==> config.mk <==
export PLATFORM = sky130hd
export DESIGN_NAME = sample_merge
export DESIGN_NICKNAME = d
export VERILOG_FILES = /design/src/rtl/sample_merge.sv
export SDC_FILE = /design/constraint.sdc
export NUM_CORES = 1
export LEC_CHECK = 0
export ABC_CLOCK_PERIOD_IN_PS = 1880
export CAP_MARGIN = 10
export CORE_MARGIN = 1.5
export CORE_UTILIZATION = 50
export DETAILED_ROUTE_END_ITERATION = 6
export PLACE_DENSITY_LB_ADDON = 0.2
export SLEW_MARGIN = 40
export SYNTH_ARGS = -nofsm -noshare
export SYNTH_HDL_FRONTEND = slang
export SYNTH_SLANG_ARGS = --single-unit
==> constraint.sdc <==
create_clock -name clk -period 1.88 [get_ports clk]
set_clock_uncertainty 0.05 [all_clocks]
set_input_delay 0.376 -clock clk [delete_from_list [all_inputs] [get_ports clk]]
set_output_delay 0.376 -clock clk [all_outputs]
set_load 0.05 [all_outputs]
==> src/rtl/sample_merge.sv <==
// sample_merge: assembles little-endian WIDTH-bit samples from a byte stream,
// flags each completed sample and drops partial samples after an inter-byte timeout.
module sample_merge #(
  parameter int WIDTH      = 16,
  parameter int TIMEOUT    = 255,
  parameter bit OFFSET_BIN = 1'b0
) (
  input  logic             clk,
  input  logic             rst,
  input  logic             enable_i,
  input  logic [7:0]       byte_i,
  input  logic             byte_valid_i,
  output logic [WIDTH-1:0] data_o,
  output logic             merge_finished_o,
  output logic             start_o,
  output logic             resync_o
);
  localparam int NB = WIDTH / 8;
  localparam int IW = NB > 1 ? $clog2(NB) : 1;
  localparam int CW = $clog2(TIMEOUT + 1);
  localparam logic [WIDTH-1:0] MSB_FLIP = {OFFSET_BIN, {(WIDTH-1){1'b0}}};
  typedef enum logic {IDLE, COLLECT} state_t;
  state_t           st_q, st_d;
  logic [IW-1:0]    idx_q, idx_d;
  logic [CW-1:0]    cnt_q, cnt_d;
  logic [WIDTH-1:0] sh_q, sh_d, data_q, data_d;
  logic             mf_q, mf_d, start_q, start_d, rs_q, rs_d;
  always_comb begin
    st_d    = st_q;
    idx_d   = idx_q;
    cnt_d   = cnt_q;
    sh_d    = sh_q;
    data_d  = data_q;
    start_d = start_q;
    mf_d    = 1'b0;
    rs_d    = 1'b0;
    if (!enable_i) begin
      st_d    = IDLE;
      idx_d   = '0;
      cnt_d   = '0;
      start_d = 1'b0;
    end else if (byte_valid_i) begin
      // the final byte goes straight into the output word, so no bubble between samples
      sh_d[8*int'(idx_q) +: 8] = byte_i;
      cnt_d = '0;
      if (idx_q == IW'(NB - 1)) begin
        st_d    = IDLE;
        idx_d   = '0;
        data_d  = sh_d ^ MSB_FLIP;
        mf_d    = 1'b1;
        start_d = 1'b1;
      end else begin
        st_d  = COLLECT;
        idx_d = idx_q + IW'(1);
      end
    end else if (st_q == COLLECT) begin
      st_d  = cnt_q == CW'(TIMEOUT - 1) ? IDLE : COLLECT;
      idx_d = cnt_q == CW'(TIMEOUT - 1) ? '0 : idx_q;
      rs_d  = cnt_q == CW'(TIMEOUT - 1);
      cnt_d = cnt_q == CW'(TIMEOUT - 1) ? '0 : cnt_q + CW'(1);
    end
  end
  always_ff @(posedge clk or negedge rst) begin
    if (!rst) begin
      st_q    <= IDLE;
      idx_q   <= '0;
      cnt_q   <= '0;
      sh_q    <= '0;
      data_q  <= '0;
      mf_q    <= 1'b0;
      start_q <= 1'b0;
      rs_q    <= 1'b0;
    end else begin
      st_q    <= st_d;
      idx_q   <= idx_d;
      cnt_q   <= cnt_d;
      sh_q    <= sh_d;
      data_q  <= data_d;
      mf_q    <= mf_d;
      start_q <= start_d;
      rs_q    <= rs_d;
    end
  end
  assign data_o           = data_q;
  assign merge_finished_o = mf_q;
  assign start_o          = start_q;
  assign resync_o         = rs_q;
endmodule

==> impl_metrics.json, run 1 <==
{
  "period_share_pct": 85.5,
  "p_leak_uw": 0.000941,
  "end_kind": "flop",
  "synth_edf_count": 0,
  "drc": 0,
  "rsz0062_at_grt": "false",
  "drive_gt1_share_pct": 23.6,
  "ys_types": 35,
  "fin_crit_ns": 1.61,
  "p_clk_share_pct": 19.5,
  "synth_fp_nets": 167,
  "cts_made_buffers": 5,
  "clock-sinks": 37,
  "synth_seq_area_share_pct": 58.3,
  "start_kind": "flop",
  "max_freq_ghz": 0.622,
  "tritoncts": "built",
  "row_count": 20,
  "ys.flop_type": "dfrtp_1",
  "hold-worst-slack_ns": 0.00722,
  "vias": 1230,
  "core_um2": 3030,
  "hold_path.class": "in -> async",
  "grt-ovfl-total": 0,
  "cts.reportedPaths.clkPinSlew_ns": 0.11,
  "grt_pass1_wl_mm": 5.30,
  "ir_worst_vdd_mv": 0.723,
  "wire_per_inst_um": 13.7,
  "die-area_um2": 3530,
  "crit_buf_inv": 1,
  "crit_chain": "inv_1, ha_1, nand3_1, a211o_1, a32o_1",
  "crit_fanout": 6,
  "cap_viol_max_count": 0,
  "p_per_area_nw_per_um2": 1060,
  "synth_area_um2": 1590,
  "nets": 204,
  "crit_slowest_cell": "dfrtp_1",
  "antenna_cells": 0,
  "seqPwrFrac_pct": 48.5,
  "drt-total-wl_mm": 3.22,
  "clk_latency_ns": 0.34,
  "arrival_ns": 1.79,
  "place_congestion": 0.789,
  "grt_max_degree": 38,
  "required_ns": 2.06,
  "status": "complete, no violations",
  "synth-seq-cells": 37,
  "viasPerCell": 5.23,
  "r2r-end": "cnt_q[7]",
  "io_pins": 31,
  "setup_tns_ns": 0,
  "firstDrtPassIters": 4,
  "grt_pass1_vias": 1149,
  "switching_power_uw": 792,
  "async_reset_ff_share_pct": 100,
  "crit_type": "reg -> reg",
  "netSwitchingFraction_pct": 38.4,
  "clock_path_buffers": 2,
  "setup_viol": 0,
  "final_cells": 235,
  "drt_iter0_drc": 44,
  "slew_headroom_pct": 69.4,
  "ctsHoldBuffers": 0,
  "finalMaxSlewViolations": 0,
  "start_util_pct": 52.5,
  "ant_nets": 0,
  "post_dp_cell_area_um2": 1890,
  "cts_setup_buffers": 0,
  "r2r_start": "cnt_q[0]",
  "root_buffer": "clkbuf_4",
  "worst_pin_slew_ns": 0.458,
  "htreeDepth": 2,
  "dp_cells": 227,
  "hold_violations": 0,
  "hpwlAfterDp_mm": 2.27,
  "yosysWarnings": 0,
  "cts_resized": 0,
  "grt_use_total_pct": 20.8,
  "die_y_um": 59.4,
  "cp_slowest_stage_delay_ns": 0.45,
  "r2r_setup_slack_ns": 0.27,
  "combPwrFrac_pct": 32.1,
  "avgSynthCellArea_um2": 10.4,
  "syn_inst": 153,
  "antenna_found_initial": 0,
  "internal_power_uw": 1270,
  "finalInstanceArea_um2": 1950,
  "utilization_pct": 64.4,
  "die_w_um": 59.4,
  "placement.io_buffers": 30,
  "path_delay_family": "compound AO/OA/AOI/OAI gates",
  "syn_to_final_growth_pct": 22.7,
  "rr_worst_depth": 5
}
==> worst max-delay path by stage <==
stage	to	startpoint	cells past startpoint	slack, ns
2_1_floorplan	cnt_q[7]	cnt_q[0]	5	0.44
3_3_place_gp	cnt_q[5]	enable_i	5	0.11
3_5_place_dp	cnt_q[5]	enable_i	5	0.08
4_1_cts	cnt_q[7]	cnt_q[0]	5	0.29
5_1_grt	cnt_q[7]	cnt_q[0]	5	0.20
6_report	cnt_q[7]	cnt_q[0]	5	0.27
==> kinds of logic after synthesis <==
logic type | count (synthesis) | synth area share (%)
buf+inv | 9 | 3.39
flops | 37 | 58.3
compound gates | 21 | 9.13
mux | 10 | 6.93
fa+ha+maj | 2 | 1.57
simple gates | 74 | 20.7
==> stage by stage <==
stage | total power (µW) | worst slack, ns
6_report | 2060 | 0.272
5_1_grt | 2180 | 0.196
4_1_cts | 2090 | 0.287
3_5_place_dp | 1680 | 0.0807
3_3_place_gp | 1660 | 0.112
2_1_floorplan | 1440 | 0.439
==> area by class of cell <==
class                   instances  area (µm²)
clock buffers                   5        37.5
fillers                       252        1080
inverters                       3        11.3
multi-input cells             107         609
well taps                      44        55.1
clock inverters                 3        17.5
flip-flops and latches         37         926
repair buffers                 36         293
==> cell usage in the layout, fill, tap and decap left out, types with 3 or more instances in the layout <==
cell type and n:
dfrtp_1 37, nand2_1 54, o21ai_0 5, clkdlybuf4s50_1 10
o211ai_1 3, nand3_1 5, buf_4 25, clkbuf_4 5
mux2_2 8
==> state kept, by name (all words and copies together) (netlist names) <==
register	cells
cnt_q	8
data_o	16
idx_q	1
merge_finished_o	1
resync_o	1
sh_q	8
st_q	1
start_o	1
==> synth_stat cells, types with 3 or more instances <==
library cell	count	area, µm²
o21ai_0	5	25.0
dfrtp_1	37	926
nand2_1	54	203
mux2_2	8	90.1
nand3_1	5	25.0
o211ai_1	3	22.5
==> layer usage <==
| layer | up-vias | routed length, µm | global-route usage, % |
|---|---|---|---|
| met5 | - | 0 | 0 |
| met4 | 0 | 52 | 7.79 |
| met3 | 6 | 174 | 6.55 |
| met2 | 37 | 1500 | 30.5 |
| met1 | 594 | 1490 | 28.8 |
| li1 | 593 | - | - |
==> power by group through the flow <==
stage          combinational (µW)  clock (µW)  sequential (µW)
2_1_floorplan                 126           0             1320
3_3_place_gp                  659           0             1000
3_5_place_dp                  668           0             1010
4_1_cts                       668         420             1000
5_1_grt                       705         458             1010
6_report                      661         402              999
Power figures use the tool's default switching activity.
==> run 2: changes to the inputs <==
--- a/config.mk
+++ b/config.mk
@@ -7,7 +7,6 @@
 export LEC_CHECK = 0
 export ABC_CLOCK_PERIOD_IN_PS = 1880
 export CAP_MARGIN = 10
-export CORE_MARGIN = 1.5
 export CORE_UTILIZATION = 50
 export DETAILED_ROUTE_END_ITERATION = 6
 export PLACE_DENSITY_LB_ADDON = 0.2
==> run 2 against run 1 <==
Core utilization is 2.1 points higher. Register-to-register slack hardly changed. Global-route usage is 0.65 points higher. Count of clock-buffer cells in the layout stayed put. Clock power is 76% higher. Die area is 3.3% lower. Largest cell class unchanged.
==> impl_metrics.json, run 2 (same netlist as run 1, synthesis figures left out) <==
{
  "crit_type": "reg -> out",
  "antenna_cells": 0,
  "clock_path_buffers": 2,
  "nets": 205,
  "setup_tns_ns": 0,
  "final_cells": 236,
  "crit_path_start": "merge_finished_o",
  "ant_nets": 0,
  "arrival_ns": 1.21,
  "seqPwrFrac_pct": 42.1,
  "grt_use_total_pct": 21.4,
  "setup_viol": 0,
  "start_kind": "flop",
  "crit_slowest_cell": "dlygate4sd2_1",
  "drt-total-wl_mm": 3.12,
  "syn_to_final_growth_pct": 26.6,
  "drt_iter0_drc": 33,
  "tritoncts": "built",
  "htreeDepth": 2,
  "max_freq_ghz": 0.610,
  "dp_cells": 227,
  "finalMaxSlewViolations": 0,
  "largest_reg_flops": 16,
  "firstDrtPassIters": 4,
  "grt_pass1_vias": 1125,
  "crit_chain": "dlygate4sd2_1",
  "min_from": "sh_q[5]",
  "end_kind": "output port",
  "clock-sinks": 37,
  "cts_made_buffers": 5,
  "cp_slowest_stage_delay_ns": 0.51,
  "grt_pass1_wl_mm": 5.26,
  "cts.reportedPaths.clkPinSlew_ns": 0.13,
  "status": "complete, no violations",
  "root_buffer": "clkbuf_4",
  "grt-ovfl-total": 0,
  "die_y_um": 58.4,
  "combPwrFrac_pct": 28.0,
  "crit_buf_inv": 1,
  "rsz0062_at_grt": "false",
  "place_congestion": 0.816,
  "switching_power_uw": 818,
  "fin_crit_ns": 1.64,
  "p_clk_share_pct": 29.9,
  "wire_per_inst_um": 13.2,
  "p_leak_uw": 0.000973,
  "r2r_start": "cnt_q[0]",
  "antenna_found_initial": 0,
  "required_ns": 1.45,
  "drc": 0,
  "final_common_cell": "nand2_1",
  "period_share_pct": 87.3,
  "cap_viol_max_count": 0,
  "start_util_pct": 52.5,
  "slew_headroom_pct": 68.0,
  "hold_violations": 0,
  "worst_pin_slew_ns": 0.481,
  "placement.io_buffers": 30,
  "clk_latency_ns": 0.35,
  "internal_power_uw": 1550,
  "row_count": 20,
  "ir_worst_vdd_mv": 0.601,
  "crit_fanout": 1,
  "p_per_area_nw_per_um2": 1180,
  "grt_max_degree": 38,
  "io_pins": 31,
  "hold_path.class": "reg -> reg",
  "netSwitchingFraction_pct": 34.6,
  "die-area_um2": 3410,
  "viasPerCell": 5.13,
  "die_w_um": 58.4,
  "drive_gt1_share_pct": 22.9,
  "hpwlAfterDp_mm": 2.12,
  "vias": 1211,
  "path_delay_family": "buffers and inverters",
  "layout_common_cells": "nand2_1 (54), dfrtp_1 (37), buf_4 (24)",
  "core_um2": 3030
}
-- run 2: metal layers --
metal  global-route usage (%)  vias up  wire (µm)
li1                         -      596          -
met1                     30.4      580       1490
met2                     29.6       29       1420
met3                     5.93        6        147
met4                     12.6        0         57
met5                        0        -          0
-- run 2: worst paths after layout --
check / endpoint / slack [ns] / cells after the start
max in group asynchronous: st_q / 0.93 / 3
max reg2reg: cnt_q[7] / 0.28 / 5
min reg2reg: data_o[5] / 0.43 / 2
max: merge_finished_o / 0.24 / 1
min in group asynchronous: data_o[8] / 0.52 / 3
min: data_o[5] / 0.43 / 2
-- run 2: power by group through the flow --
stage / registers, µW / logic, µW / clock network [µW]
after floorplan: 1320 / 126 / 0
after global placement: 1000 / 658 / 0
after detailed placement: 1010 / 666 / 0
after CTS: 997 / 670 / 718
after global routing: 1010 / 709 / 742
final: 996 / 663 / 707
-- run 2: final cells by class --
type,count,area (µm²)
fill,239,1020
sequential,37,926
multi-input combinational,107,609
timing repair buffer,37,304
clock inverter,3,68.8
tap,44,55.1
clock buffer,5,37.5
inverter,3,11.3
-- run 2: timing repair --
action / 4_1_cts / 5_1_grt
setup endpoints to repair: 1 / 0
endpoints found under the hold margin: 24 / 0
hold buffers: 1 / 0
resized for setup: 1 / 0
setup buffers: 0 / 0
-- run 2: stage by stage --
| stage | setup WS, ns | hold WS (ns) | total power [µW] | util, % | cell area [µm²] |
|---|---|---|---|---|---|
| floorplan | 0.439 | 0.0304 | 1440 | - | 1590 |
| global placement | 0.111 | 0.388 | 1660 | 62.6 | 1900 |
| detailed placement | 0.0673 | 0.392 | 1680 | 62.6 | 1900 |
| CTS | 0.227 | 0.433 | 2380 | 66.4 | 2010 |
| global route | 0.206 | 0.459 | 2460 | 66.4 | 2010 |
| finish | 0.240 | 0.430 | 2370 | 66.4 | 2010 |
==> run 3: changes to the inputs <==
--- a/config.mk
+++ b/config.mk
@@ -5,10 +5,10 @@
 export SDC_FILE = /design/constraint.sdc
 export NUM_CORES = 1
 export LEC_CHECK = 0
-export ABC_CLOCK_PERIOD_IN_PS = 1880
 export CAP_MARGIN = 10
 export CORE_UTILIZATION = 50
 export DETAILED_ROUTE_END_ITERATION = 6
+export HOLD_SLACK_MARGIN = 0.08
 export PLACE_DENSITY_LB_ADDON = 0.2
 export SLEW_MARGIN = 40
 export SYNTH_ARGS = -nofsm -noshare
==> constraint.sdc (replaced) <==
create_clock -name clk -period 2 [get_ports clk]
set_clock_uncertainty 0.05 [all_clocks]
set_input_delay 0.4 -clock clk [delete_from_list [all_inputs] [get_ports clk]]
set_output_delay 0.4 -clock clk [all_outputs]
set_load 0.05 [all_outputs]
==> run 3 against run 2 <==
Clock power down 22%. First-iteration DRC count up 64%. Power down 9.9%. Sequential share of layout area down 1.0 points.
==> impl_metrics.json, run 3 (same netlist as run 1, synthesis figures left out) <==
{
  "status": "complete, no violations",
  "slew_headroom_pct": 65.2,
  "multi_input_area_um2": 609,
  "grt_use_total_pct": 21.0,
  "die_w_um": 58.4,
  "crit_slowest_cell": "clkdlybuf4s50_1",
  "setup_viol": 0,
  "nets": 204,
  "clock_path_buffers": 2,
  "utilization_pct": 67.9,
  "layout_common_cells": "nand2_1 (54), dfrtp_1 (37), clkdlybuf4s50_1 (18)",
  "hpwlAfterDp_mm": 2.17,
  "io_pins": 31,
  "grt_pass1_vias": 1160,
  "grt_max_degree": 38,
  "path_delay_family": "buffers and inverters",
  "hold_path.class": "reg -> reg",
  "start_util_pct": 52.5,
  "p_per_area_nw_per_um2": 1040,
  "arrival_ns": 1.51,
  "drive_gt1_share_pct": 13.1,
  "cp_slowest_stage_delay_ns": 0.81,
  "cts_setup_buffers": 0,
  "seq_area_um2": 926,
  "ir_worst_vdd_mv": 0.509,
  "fin_crit_ns": 1.96,
  "hold_violations": 0,
  "min_path_cells": 2,
  "syn_to_final_growth_pct": 29.4,
  "htreeDepth": 2,
  "clock-sinks": 37,
  "crit_chain": "clkdlybuf4s50_1",
  "end_kind": "output port",
  "vias": 1212,
  "crit_fanout": 2,
  "start_kind": "flop",
  "place_congestion": 0.857,
  "largest_reg_flops": 16,
  "rr_worst_depth": 5,
  "finalMaxSlewViolations": 0,
  "grt_pass1_wl_mm": 5.18,
  "cts_made_buffers": 5,
  "rsz0062_at_grt": "false",
  "ant_nets": 0,
  "p_leak_uw": 0.00106,
  "cp_num_cells": 1,
  "drc": 0,
  "crit_type": "reg -> out",
  "final_common_cell": "nand2_1",
  "firstDrtPassIters": 4,
  "antenna_cells": 0,
  "crit_buf_inv": 1,
  "placement.io_buffers": 30,
  "drt-total-wl_mm": 3.18,
  "row_count": 20,
  "die-area_um2": 3410,
  "setup_tns_ns": 0,
  "root_buffer": "clkbuf_4",
  "worst_pin_slew_ns": 0.521,
  "drt_iter0_drc": 54,
  "grt-ovfl-total": 0,
  "cap_viol_max_count": 0,
  "period_share_pct": 98.2,
  "clk_latency_ns": 0.34,
  "die_y_um": 58.4,
  "tritoncts": "built",
  "cts.reportedPaths.clkPinSlew_ns": 0.12,
  "core_um2": 3030,
  "required_ns": 1.55,
  "max_freq_ghz": 0.509,
  "antenna_found_initial": 0,
  "viasPerCell": 5.16,
  "fill_cells": 239,
  "wire_per_inst_um": 13.5
}
run 3: changes by cell type in the layout (fill, tap and decap cells not counted), sizes merged:
cell,before,now
clkinvlp,0,1
clkbuf,5,6
dlymetal6s2s,0,10
buf,25,6
clkdlybuf4s50,10,18
inv,3,2
bufinv,2,1
run 3: worst paths after layout:
kind,startpoint,to,slack [ns]
setup / recovery,data_o[3],data_o[3],0.04
hold / removal,sh_q[7],data_o[7],0.43
setup reg to reg,cnt_q[0],cnt_q[7],0.39
hold reg to reg,sh_q[7],data_o[7],0.43
max in group asynchronous,rst,cnt_q[6],1.01
min in group asynchronous,rst,merge_finished_o,0.56
run 3: final cells by class:
class,instances,area share [%]
flip-flops and latches,37,45.0
multi-input cells,107,29.6
repair buffers,36,17.8
well taps,44,2.68
clock buffers,6,2.49
clock inverters,2,1.82
inverters,3,0.547
run 3: power by group:
group,leakage (µW),switching (µW),internal (µW)
combinational,0.000539,432,217
clock,0.0000445,252,297
sequential,0.000475,68.3,865
run 3: per-stage QoR:
step           power [µW]  std cells  cell area, µm²  hold WS (ns)  setup WS (ns)
4_1_cts              2160        235            2030         0.430        0.00609
3_5_place_dp         1610        226            1930         0.403         0.0594
2_1_floorplan        1360        153            1590        0.0544          0.559
3_3_place_gp         1590        226            1930         0.393          0.183
5_1_grt              2220        235            2060         0.450        0.00140
6_report             2130        235            2060         0.430         0.0367
run 3: what timing repair did:
item	in CTS	in global routing
endpoints found under the hold margin	37	0
hold buffers	1	0
endpoints found under the setup margin	1	10
resized for setup	1	10
run 3: worst min-delay path, stage by stage (launching register included):
cell and delay (ns):
dfrtp_1 0.36, nand2_1 0.05, nand2_1 0.05
run 3: metal layers:
layer | routed length, µm | GRT usage, % | vias up | share of wire (%)
li1 | - | - | 588 | -
met1 | 1430 | 27.2 | 592 | 45
met2 | 1570 | 34.2 | 25 | 50
met3 | 115 | 3.96 | 7 | 3.6
met4 | 56 | 10.5 | 0 | 1.8
met5 | 0 | 0 | - | 0
